==> src/rtl/cp_share_arbiter_if.sv <==
// Handshake and response bundle between the two engines and the shared cross unit.
// Master = requester side (engines), slave = cp_share_arbiter.
interface cp_share_arbiter_if #(
    parameter int DW = 11,
    parameter int RW = 2 * DW
);
    logic                 flush;
    logic                 req0;
    logic signed [DW-1:0] ax0;
    logic signed [DW-1:0] ay0;
    logic signed [DW-1:0] bx0;
    logic signed [DW-1:0] by0;
    logic                 gnt0;
    logic                 req1;
    logic signed [DW-1:0] ax1;
    logic signed [DW-1:0] ay1;
    logic signed [DW-1:0] bx1;
    logic signed [DW-1:0] by1;
    logic                 gnt1;
    logic                 rsp_valid;
    logic                 rsp_id;
    logic signed [RW-1:0] rsp_cp;
    logic                 rsp_neg;

    modport master (
        output flush,
        output req0, ax0, ay0, bx0, by0,
        output req1, ax1, ay1, bx1, by1,
        input  gnt0, gnt1,
        input  rsp_valid, rsp_id, rsp_cp, rsp_neg
    );

    modport slave (
        input  flush,
        input  req0, ax0, ay0, bx0, by0,
        input  req1, ax1, ay1, bx1, by1,
        output gnt0, gnt1,
        output rsp_valid, rsp_id, rsp_cp, rsp_neg
    );
endinterface

==> src/rtl/cp_share_arbiter.sv <==
// Shares one 2-stage pipelined cross-product unit (cp = ax*by - bx*ay) between two requesters.
// Define CP_SHARE_FIXED_PRI_EN for strict requester-0 priority; default is round-robin.
module cp_share_arbiter #(
    parameter int DW = 11,
    parameter int RW = 2 * DW
) (
    input logic             clk,
    input logic             reset,
    cp_share_arbiter_if.slave bus
);
    logic                 xfer;
    logic                 v1;
    logic                 id1;
    logic signed [DW-1:0] ax_r;
    logic signed [DW-1:0] ay_r;
    logic signed [DW-1:0] bx_r;
    logic signed [DW-1:0] by_r;
    logic signed [RW-1:0] axe;
    logic signed [RW-1:0] aye;
    logic signed [RW-1:0] bxe;
    logic signed [RW-1:0] bye;
    logic                 v2;
    logic                 id2;
    logic signed [RW-1:0] p0;
    logic signed [RW-1:0] p1;
    logic signed [RW-1:0] cp;

`ifdef CP_SHARE_FIXED_PRI_EN
    // Requester 0 always wins; no grants in reset or flush
    always_comb begin
        bus.gnt0 = 1'b0;
        bus.gnt1 = 1'b0;
        if (reset && !bus.flush) begin
            bus.gnt0 = bus.req0;
            bus.gnt1 = bus.req1 & ~bus.req0;
        end
    end
`else
    logic ptr;
    logic gid;

    // Round-robin grant: ptr names the favoured requester on contention
    always_comb begin
        bus.gnt0 = 1'b0;
        bus.gnt1 = 1'b0;
        if (reset && !bus.flush) begin
            bus.gnt0 = bus.req0 & (~bus.req1 | ~ptr);
            bus.gnt1 = bus.req1 & (~bus.req0 | ptr);
        end
    end

    assign gid = bus.gnt1;

    // Only contended transfers move the pointer, to the loser
    always_ff @(posedge clk or negedge reset) begin
        if (!reset) begin
            ptr <= 1'b0;
        end else if (bus.flush) begin
            ptr <= 1'b0;
        end else if (bus.req0 && bus.req1 && xfer) begin
            ptr <= ~gid;
        end
    end
`endif

    assign xfer = bus.gnt0 | bus.gnt1;

    assign axe = {{(RW-DW){ax_r[DW-1]}}, ax_r};
    assign aye = {{(RW-DW){ay_r[DW-1]}}, ay_r};
    assign bxe = {{(RW-DW){bx_r[DW-1]}}, bx_r};
    assign bye = {{(RW-DW){by_r[DW-1]}}, by_r};
    assign cp  = p0 - p1;

    // Operand capture, product stage and result register
    always_ff @(posedge clk or negedge reset) begin
        if (!reset) begin
            v1            <= 1'b0;
            id1           <= 1'b0;
            ax_r          <= '0;
            ay_r          <= '0;
            bx_r          <= '0;
            by_r          <= '0;
            v2            <= 1'b0;
            id2           <= 1'b0;
            p0            <= '0;
            p1            <= '0;
            bus.rsp_valid <= 1'b0;
            bus.rsp_id    <= 1'b0;
            bus.rsp_cp    <= '0;
            bus.rsp_neg   <= 1'b0;
        end else if (bus.flush) begin
            v1            <= 1'b0;
            v2            <= 1'b0;
            bus.rsp_valid <= 1'b0;
        end else begin
            v1 <= xfer;
            if (xfer) begin
                id1  <= bus.gnt1;
                ax_r <= bus.gnt1 ? bus.ax1 : bus.ax0;
                ay_r <= bus.gnt1 ? bus.ay1 : bus.ay0;
                bx_r <= bus.gnt1 ? bus.bx1 : bus.bx0;
                by_r <= bus.gnt1 ? bus.by1 : bus.by0;
            end
            v2 <= v1;
            if (v1) begin
                id2 <= id1;
                p0  <= axe * bye;
                p1  <= bxe * aye;
            end
            bus.rsp_valid <= v2;
            if (v2) begin
                bus.rsp_id  <= id2;
                bus.rsp_cp  <= cp;
                bus.rsp_neg <= cp[RW-1];
            end
        end
    end
endmodule

==> src/flat_wrapper.sv <==
// flat-port wrapper written by rule: the top's interface ports become plain ports
module cp_share_arbiter_flat 
#(
    parameter int DW = 11,
    parameter int RW = 2 * DW
)
  (clk, reset, bus_flush, bus_req0, bus_ax0, bus_ay0, bus_bx0, bus_by0, bus_req1, bus_ax1, bus_ay1, bus_bx1, bus_by1, bus_gnt0, bus_gnt1, bus_rsp_valid, bus_rsp_id, bus_rsp_cp, bus_rsp_neg);
  cp_share_arbiter_if #(.DW(DW), .RW(RW)) bus_i ();
  input logic clk;
  input logic reset;
  input wire logic [$bits(bus_i.flush)-1:0] bus_flush;
  input wire logic [$bits(bus_i.req0)-1:0] bus_req0;
  input wire logic [$bits(bus_i.ax0)-1:0] bus_ax0;
  input wire logic [$bits(bus_i.ay0)-1:0] bus_ay0;
  input wire logic [$bits(bus_i.bx0)-1:0] bus_bx0;
  input wire logic [$bits(bus_i.by0)-1:0] bus_by0;
  input wire logic [$bits(bus_i.req1)-1:0] bus_req1;
  input wire logic [$bits(bus_i.ax1)-1:0] bus_ax1;
  input wire logic [$bits(bus_i.ay1)-1:0] bus_ay1;
  input wire logic [$bits(bus_i.bx1)-1:0] bus_bx1;
  input wire logic [$bits(bus_i.by1)-1:0] bus_by1;
  output wire logic [$bits(bus_i.gnt0)-1:0] bus_gnt0;
  output wire logic [$bits(bus_i.gnt1)-1:0] bus_gnt1;
  output wire logic [$bits(bus_i.rsp_valid)-1:0] bus_rsp_valid;
  output wire logic [$bits(bus_i.rsp_id)-1:0] bus_rsp_id;
  output wire logic [$bits(bus_i.rsp_cp)-1:0] bus_rsp_cp;
  output wire logic [$bits(bus_i.rsp_neg)-1:0] bus_rsp_neg;
  assign bus_i.flush = bus_flush;
  assign bus_i.req0 = bus_req0;
  assign bus_i.ax0 = bus_ax0;
  assign bus_i.ay0 = bus_ay0;
  assign bus_i.bx0 = bus_bx0;
  assign bus_i.by0 = bus_by0;
  assign bus_i.req1 = bus_req1;
  assign bus_i.ax1 = bus_ax1;
  assign bus_i.ay1 = bus_ay1;
  assign bus_i.bx1 = bus_bx1;
  assign bus_i.by1 = bus_by1;
  assign bus_gnt0 = bus_i.gnt0;
  assign bus_gnt1 = bus_i.gnt1;
  assign bus_rsp_valid = bus_i.rsp_valid;
  assign bus_rsp_id = bus_i.rsp_id;
  assign bus_rsp_cp = bus_i.rsp_cp;
  assign bus_rsp_neg = bus_i.rsp_neg;
  cp_share_arbiter #(.DW(DW), .RW(RW)) u_core (.clk(clk), .reset(reset), .bus(bus_i));
endmodule
==> config.mk <==
export PLATFORM = sky130hd
export DESIGN_NAME = cp_share_arbiter_flat
export DESIGN_NICKNAME = d
export VERILOG_FILES = /design/src/rtl/cp_share_arbiter_if.sv /design/src/rtl/cp_share_arbiter.sv /design/src/flat_wrapper.sv
export SDC_FILE = /design/constraint.sdc
export NUM_CORES = 1
export LEC_CHECK = 0
export ABC_AREA = 1
export ABC_CLOCK_PERIOD_IN_PS = 7200
export BUFFER_PORTS_ARGS = -buffer_cell sky130_fd_sc_hd__buf_2
export CAP_MARGIN = 20
export CORE_ASPECT_RATIO = 1.4
export CORE_MARGIN = 5
export CORE_UTILIZATION = 60
export CTS_CLUSTER_DIAMETER = 150
export DETAILED_ROUTE_END_ITERATION = 12
export GPL_ROUTABILITY_DRIVEN = 0
export PLACE_DENSITY = 0.8
export SLEW_MARGIN = 30
export SYNTH_ARGS = -nofsm -noshare
export SYNTH_HDL_FRONTEND = slang
export SYNTH_SLANG_ARGS = --single-unit
==> constraint.sdc <==
create_clock -name clk -period 7.2 [get_ports clk]
set_input_delay 1.08 -clock clk [delete_from_list [all_inputs] [get_ports clk]]
set_output_delay 1.08 -clock clk [all_outputs]
set_load 0.005 [all_outputs]
==> metrics.txt, run 1 <==
IO Pins=120; layout cells sized above 1=7.42%; worst-skew pair later-pin latency=0.44 ns; R2R cell count=19; Routed WL=39600 microns; Pre-Repair DR Iteration Count=6; htree depth=4; MaxCap Viol Count=0; synth top area cells=fa_1 29%, dfrtp_1 18%, nand2_1 15%, inv_1 12%, ha_1 8.9%; core area=26700 sq um; antenna diode instance count=0; critical path depth=19; ys async rst share=100%; Clock Skew=0.00887 ns; die height=204 microns; register area=2930 sq um; Die X=149 microns; Main synth FF type=dfrtp_1; Final Hold Vio Count=0; reg-to-reg startpoint=u_core.bx_r[10]; flop2flop setup slack=2.08 ns; Detail Placement HPWL=32200 microns; Setup-failing EPs final=0; crit path capture=u_core.p1[21]; top-count cell post-synth=nand2_1; Post-Synthesis Cells=2167; Setup Buffers After CTS=0; P&R area growth vs syn=8.58%; CP Launch Type=flop; first-pass GRT wire length=68000 microns; CTS root buf=clkbuf_16; starting density of the core=60.5%; CP Buf/Inv Count=4; RR Endpoint=u_core.p1[21]; worst hold margin=0.470 ns; FF+latch count, synth=117; CP Class=flop to flop; Clk pin slew, worst setup/hold paths=0.06 ns; Area after DPL=16900 sq um; layout net count=2681; status=finished clean; fin crit period=5.12 ns; final instance area=17500 sq um; top cell type's share of synthesized area=29.2%; gr ovfl total=0; Post-DRT Antenna Nets=0; slew margin rel.=44.3%; Crit path top cell by count=fa_1; RSZ-0062 raised after global routing=false; vias per cell=5.39; Mapped Avg Cell Area=7.44 sq um; Synth Net Count=2610; Post-Route Setup TNS=0 ns; largest net degree at the start of global routing=91; measured slew at the worst slew-check pin=0.835 ns; synth warn=0; worst setup path start=u_core.bx_r[10]; maximum clock frequency=0.195 GHz; CP Max Fanout=12; critical path's top delay family=adder cells; Netlist cell types=34; Hold Buf Count CTS=0; Post-Syn Area=16100 sq um; Post-synth EDFFs=0; WP data required=7.53 ns; wire length per cell=15.4 microns; worst min path class=flop to flop; PostCTS Resize Cnt=0; FILL cells=2201; multi-input logic area=10900 sq um; CP max stage delay=0.70 ns; cell taking the most area after synthesis=fa_1; crit-path cells=nand2_1 > fa_1 > inv_1 > fa_1 > fa_1 > inv_1 > fa_1 > inv_1 > fa_1 > ha_1 > inv_1 > nor3_1 > nand2_1 > nor2_1 > nand2_1 > nand3_1 > nand3_1 > nand3_1 > nand2_1; Max clock buf depth=2; DRC=0; Iter 0 DRT Violations=1024; CP max stage cell=fa_1; CTS tree=yes; CTS sink cnt=117; Final Cycle Share=71.2%; Port Buffers=119; # rows=71; synth cell count leaders=649 x nand2_1, 528 x inv_1, 235 x fa_1; critical path data arrival time=5.45 ns; Die ar.=30300 sq um; register area share after synthesis=18.2%; Slew Limit Fails=0; CTS Buf Count=17; CP endpoint kind=flop; Core Util, Final=65.6%; initial antenna violation count=0; via count=13.9k; gr usage total=28.0%; vias in the first global route=14.9k
cell type report:
cell class              count  area share [%]
clock buffers              19            2.59
clock inverters            13           0.815
inverters                 531            11.4
multi-input cells        1446            62.3
flip-flops and latches    117            16.7
well taps                 328            2.35
repair buffers            125            3.81
registers in the layout (all words and copies together), names as in the netlist:
signal and count:
u_core.ax_r 11, u_core.ay_r 11, u_core.bus.rsp_cp 21, u_core.bus.rsp_id 1, u_core.bus.rsp_neg 1, u_core.bus.rsp_valid 1, u_core.bx_r 11, u_core.by_r 11
u_core.id1 1, u_core.id2 1, u_core.p0 22, u_core.p1 22, u_core.ptr 1, u_core.v1 1, u_core.v2 1
cells in the final DEF (no fill, tap or decap), drive strengths merged, types with 13 or more instances in the layout:
cell,Yosys,final
clkbuf,57,19
o21ai,64,64
nand3,88,88
inv,529,533
nand4,15,15
fa,235,235
a21oi,57,57
nor2,121,121
ha,115,115
dfrtp,117,117
a31oi,38,38
xnor2,14,14
nand2,649,649
nand3b,13,13
buf,16,125
kinds of logic (layout without fill, tap and decap cells):
group                    Yosys count  after routing  synth area share [%]
AND/OR/NAND/NOR                  901            901                  22.4
AO/OA/AOI/OAI                    175            175                  6.01
adder cells (fa/ha/maj)          350            350                  38.1
flip-flops                       117            117                  18.2
XOR/XNOR                          20             20                  1.09
buffers and inverters            604            688                  14.2
worst register-to-register path, stage by stage (launching register included):
cell and delay [ns]:
dfrtp_1 0.58, nand2_1 0.23, fa_1 0.70, inv_1 0.12, fa_1 0.52, fa_1 0.52
inv_1 0.05, fa_1 0.50, inv_1 0.05, fa_1 0.45, ha_1 0.36, inv_1 0.08
nor3_1 0.27, nand2_1 0.11, nor2_1 0.11, nand2_1 0.08, nand3_1 0.09, nand3_1 0.07
nand3_1 0.07, nand2_1 0.05
how the worst min path moves through the flow:
stage | cells after the start | end | from | slack [ns]
floorplan | 2 | u_core.bus.rsp_id | u_core.id2 | 0.44
global placement | 2 | u_core.bus.rsp_id | u_core.id2 | 0.46
detailed placement | 2 | u_core.bus.rsp_id | u_core.bus.rsp_id | 0.46
CTS | 2 | u_core.bus.rsp_id | u_core.bus.rsp_id | 0.48
global route | 2 | u_core.bus.rsp_cp[13] | u_core.bus.rsp_cp[13] | 0.50
finish | 2 | u_core.bus.rsp_id | u_core.bus.rsp_id | 0.47
per-layer routing:
layer	track usage (%)	vias to the layer above	share of wire [%]	routed length, microns
li1	-	6575	-	-
met1	31.5	6597	36	14400
met2	50.2	531	52	20600
met3	3.42	198	5.1	2030
met4	17.4	0	6.5	2600
met5	0	-	0	0
through the flow:
step	worst slack, ns	std cells
floorplan	2.47	2167
global placement	2.24	2546
detailed placement	2.13	2547
CTS	2.11	2579
global route	1.71	2579
finish	2.08	2579
Power of run 1 is left out: the tool's default activity adds up to more than one toggle a clock period on the data nets, which glitch-free logic cannot reach.
==> run 2: changes to the inputs <==
Settings changed: ABC_AREA 1 to 0, ABC_CLOCK_PERIOD_IN_PS 7200 to 4250, CORE_UTILIZATION 60 to 57, PLACE_DENSITY 0.8 to 0.79.
Clock period 7.2 ns to 4.25 ns, I/O delays scaled along.
==> run 2 against run 1 <==
The flow now finishes with violations (negative setup slack). Flip-flop and latch count did not move. Area after synthesis fell by 5.5%. Non-clock buffer count rose by 250. Cell count fell by 9.0%. Sequential share of layout area fell by 1.7 points. Critical endpoint is now u_core.p0[21].
==> metrics.txt, run 2 <==
gr ovfl total=0; Clock Skew=0.00963 ns; antenna diode instance count=0; CP max stage delay=0.56 ns; Main synth FF type=dfrtp_1; CTS tree=yes; vias per cell=5.65; fin crit period=5.05 ns; crit-path cells=buf_6 > nand2_1 > fa_1 > fa_1 > inv_2 > fa_2 > fa_1 > inv_1 > fa_1 > inv_2 > ha_4 > o21a_1 > nand4_1 > a31oi_2 > a41oi_2 > xnor2_1 > o21ai_1; Final Hold Vio Count=0; RSZ-0062 raised after global routing=true; worst min path class=input pin to flop; Pre-Repair DR Iteration Count=6; WHS Path Cells=2; CTS Buf Count=17; failing checks=negative setup slack; CTS root buf=clkbuf_16; top cell type's share of synthesized area=30.9%; FF+latch count, synth=117; FILL cells=1594; Synth Net Count=2135; Core Util, Final=75.2%; Area after DPL=17700 sq um; biggest regs=u_core.p0 x22, u_core.p1 x22, u_core.bus.rsp_cp x21; Final WS setup=-0.801 ns; Post-DRT Antenna Nets=0; htree depth=4; Iter 0 DRT Violations=784; CP Launch Type=flop; synth warn=0; most frequent cells in the layout=301 x inv_1, 218 x fa_1, 208 x buf_4; Clk pin slew, worst setup/hold paths=0.06 ns; layout net count=2454; IO Pins=120; register area=2970 sq um; slew margin rel.=35.3%; MaxCap Viol Count=0; first-pass GRT wire length=69400 microns; largest net degree at the start of global routing=65; Mapped Avg Cell Area=9.00 sq um; CTS sink cnt=117; DRC=0; Die X=148 microns; measured slew at the worst slew-check pin=0.969 ns; multi-input logic area=11700 sq um; CP Max Fanout=6; top-count cell post-synth=inv_1; final instance area=19800 sq um; CP Buf/Inv Count=4; Final Cycle Share=119%; Routed WL=45900 microns; CP Class=flop to flop; Post-Place Worst Slack=-0.937 ns; Slew Limit Fails=0; Die ar.=30100 sq um; synth top area cells=fa_1 31%, dfrtp_1 19%, ha_1 9.4%, inv_1 8.1%, nand2_1 5.2%; maximum clock frequency=0.198 GHz; status=complete, but fails checks; # rows=70; synth cell count leaders=330 x inv_1, 235 x fa_1, 212 x nand2_1; Max clock buf depth=2; CP max stage cell=fa_1; wire length per cell=19.5 microns; gr usage total=29.0%; ys async rst share=100%; vias in the first global route=14.4k; starting density of the core=58.0%; Crit path top cell by count=fa_1; register area share after synthesis=19.2%; Detail Placement HPWL=31600 microns; Netlist cell types=54; Setup-failing EPs final=28; cell taking the most area after synthesis=fa_1; initial antenna violation count=0; worst-skew pair later-pin latency=0.45 ns; via count=13.3k; layout cells sized above 1=30.9%; CP endpoint kind=flop; Port Buffers=119; Post-Synthesis Cells=1692; WP data required=4.54 ns; worst hold margin=0.459 ns; critical path's top delay family=adder cells; P&R area growth vs syn=29.8%; critical path depth=17; critical path data arrival time=5.34 ns; R2R cell count=17; core area=26300 sq um; commonest non-fill, non-tap cell in the layout=inv_1; Post-synth EDFFs=0; Post-Syn Area=15200 sq um; die height=203 microns
[run 2: stage by stage]
step / instances / setup TNS, ns
2_1_floorplan: 1692 / -3.63
6_report: 2348 / -14.69
3_5_place_dp: 2243 / -14.30
4_1_cts: 2316 / -11.06
3_3_place_gp: 2243 / -12.43
5_1_grt: 2348 / -18.97
[run 2: cells by family (layout without fill, tap and decap cells)]
family | Yosys count | in the layout | share of synthesized area (%)
adders and majority gates | 350 | 350 | 40.3
DFF | 117 | 117 | 19.2
xor gates and xnor gates | 49 | 49 | 2.82
and+or+nand+nor | 479 | 479 | 14.8
muxes | 45 | 45 | 2.96
buffers and inverters | 406 | 738 | 10.1
AOI/OAI and AO/OA | 246 | 246 | 9.74
[run 2: path summary, 6_finish.rpt]
kind                                             from                    end  slack [ns]
worst max-delay path                   u_core.by_r[8]          u_core.p0[21]       -0.80
worst min-delay path                        bus_flush             u_core.ptr        0.46
worst max register to register         u_core.by_r[8]          u_core.p0[21]       -0.80
worst min register to register  u_core.bus.rsp_cp[11]  u_core.bus.rsp_cp[11]        0.47
max in group asynchronous                       reset          u_core.p0[13]        2.44
min in group asynchronous                       reset         u_core.ay_r[9]        0.49
[run 2: timing repair]
action	CTS	global route
setup endpoints to repair	28	31
resized for setup	119	152
hold buffers	0	0
buffers inserted	42	36
pin swaps	68	93
[run 2: layout make-up]
cell class / instances / area share, %
timing repair buffer: 375 / 14.0
clock buffer: 17 / 2.15
inverter: 331 / 6.30
multi-input combinational: 1169 / 59.3
sequential: 117 / 15.0
tap: 324 / 2.05
clock inverter: 15 / 1.09
[run 2: per-layer routing]
| layer | wire [microns] | part of all wire [%] | track usage [%] |
|---|---|---|---|
| met5 | 0 | 0 | 0 |
| met4 | 3910 | 8.5 | 19.6 |
| met3 | 1930 | 4.2 | 3.60 |
| met2 | 25300 | 55 | 55.4 |
| met1 | 14800 | 32 | 28.7 |
Power of run 2 is left out for the same reason.
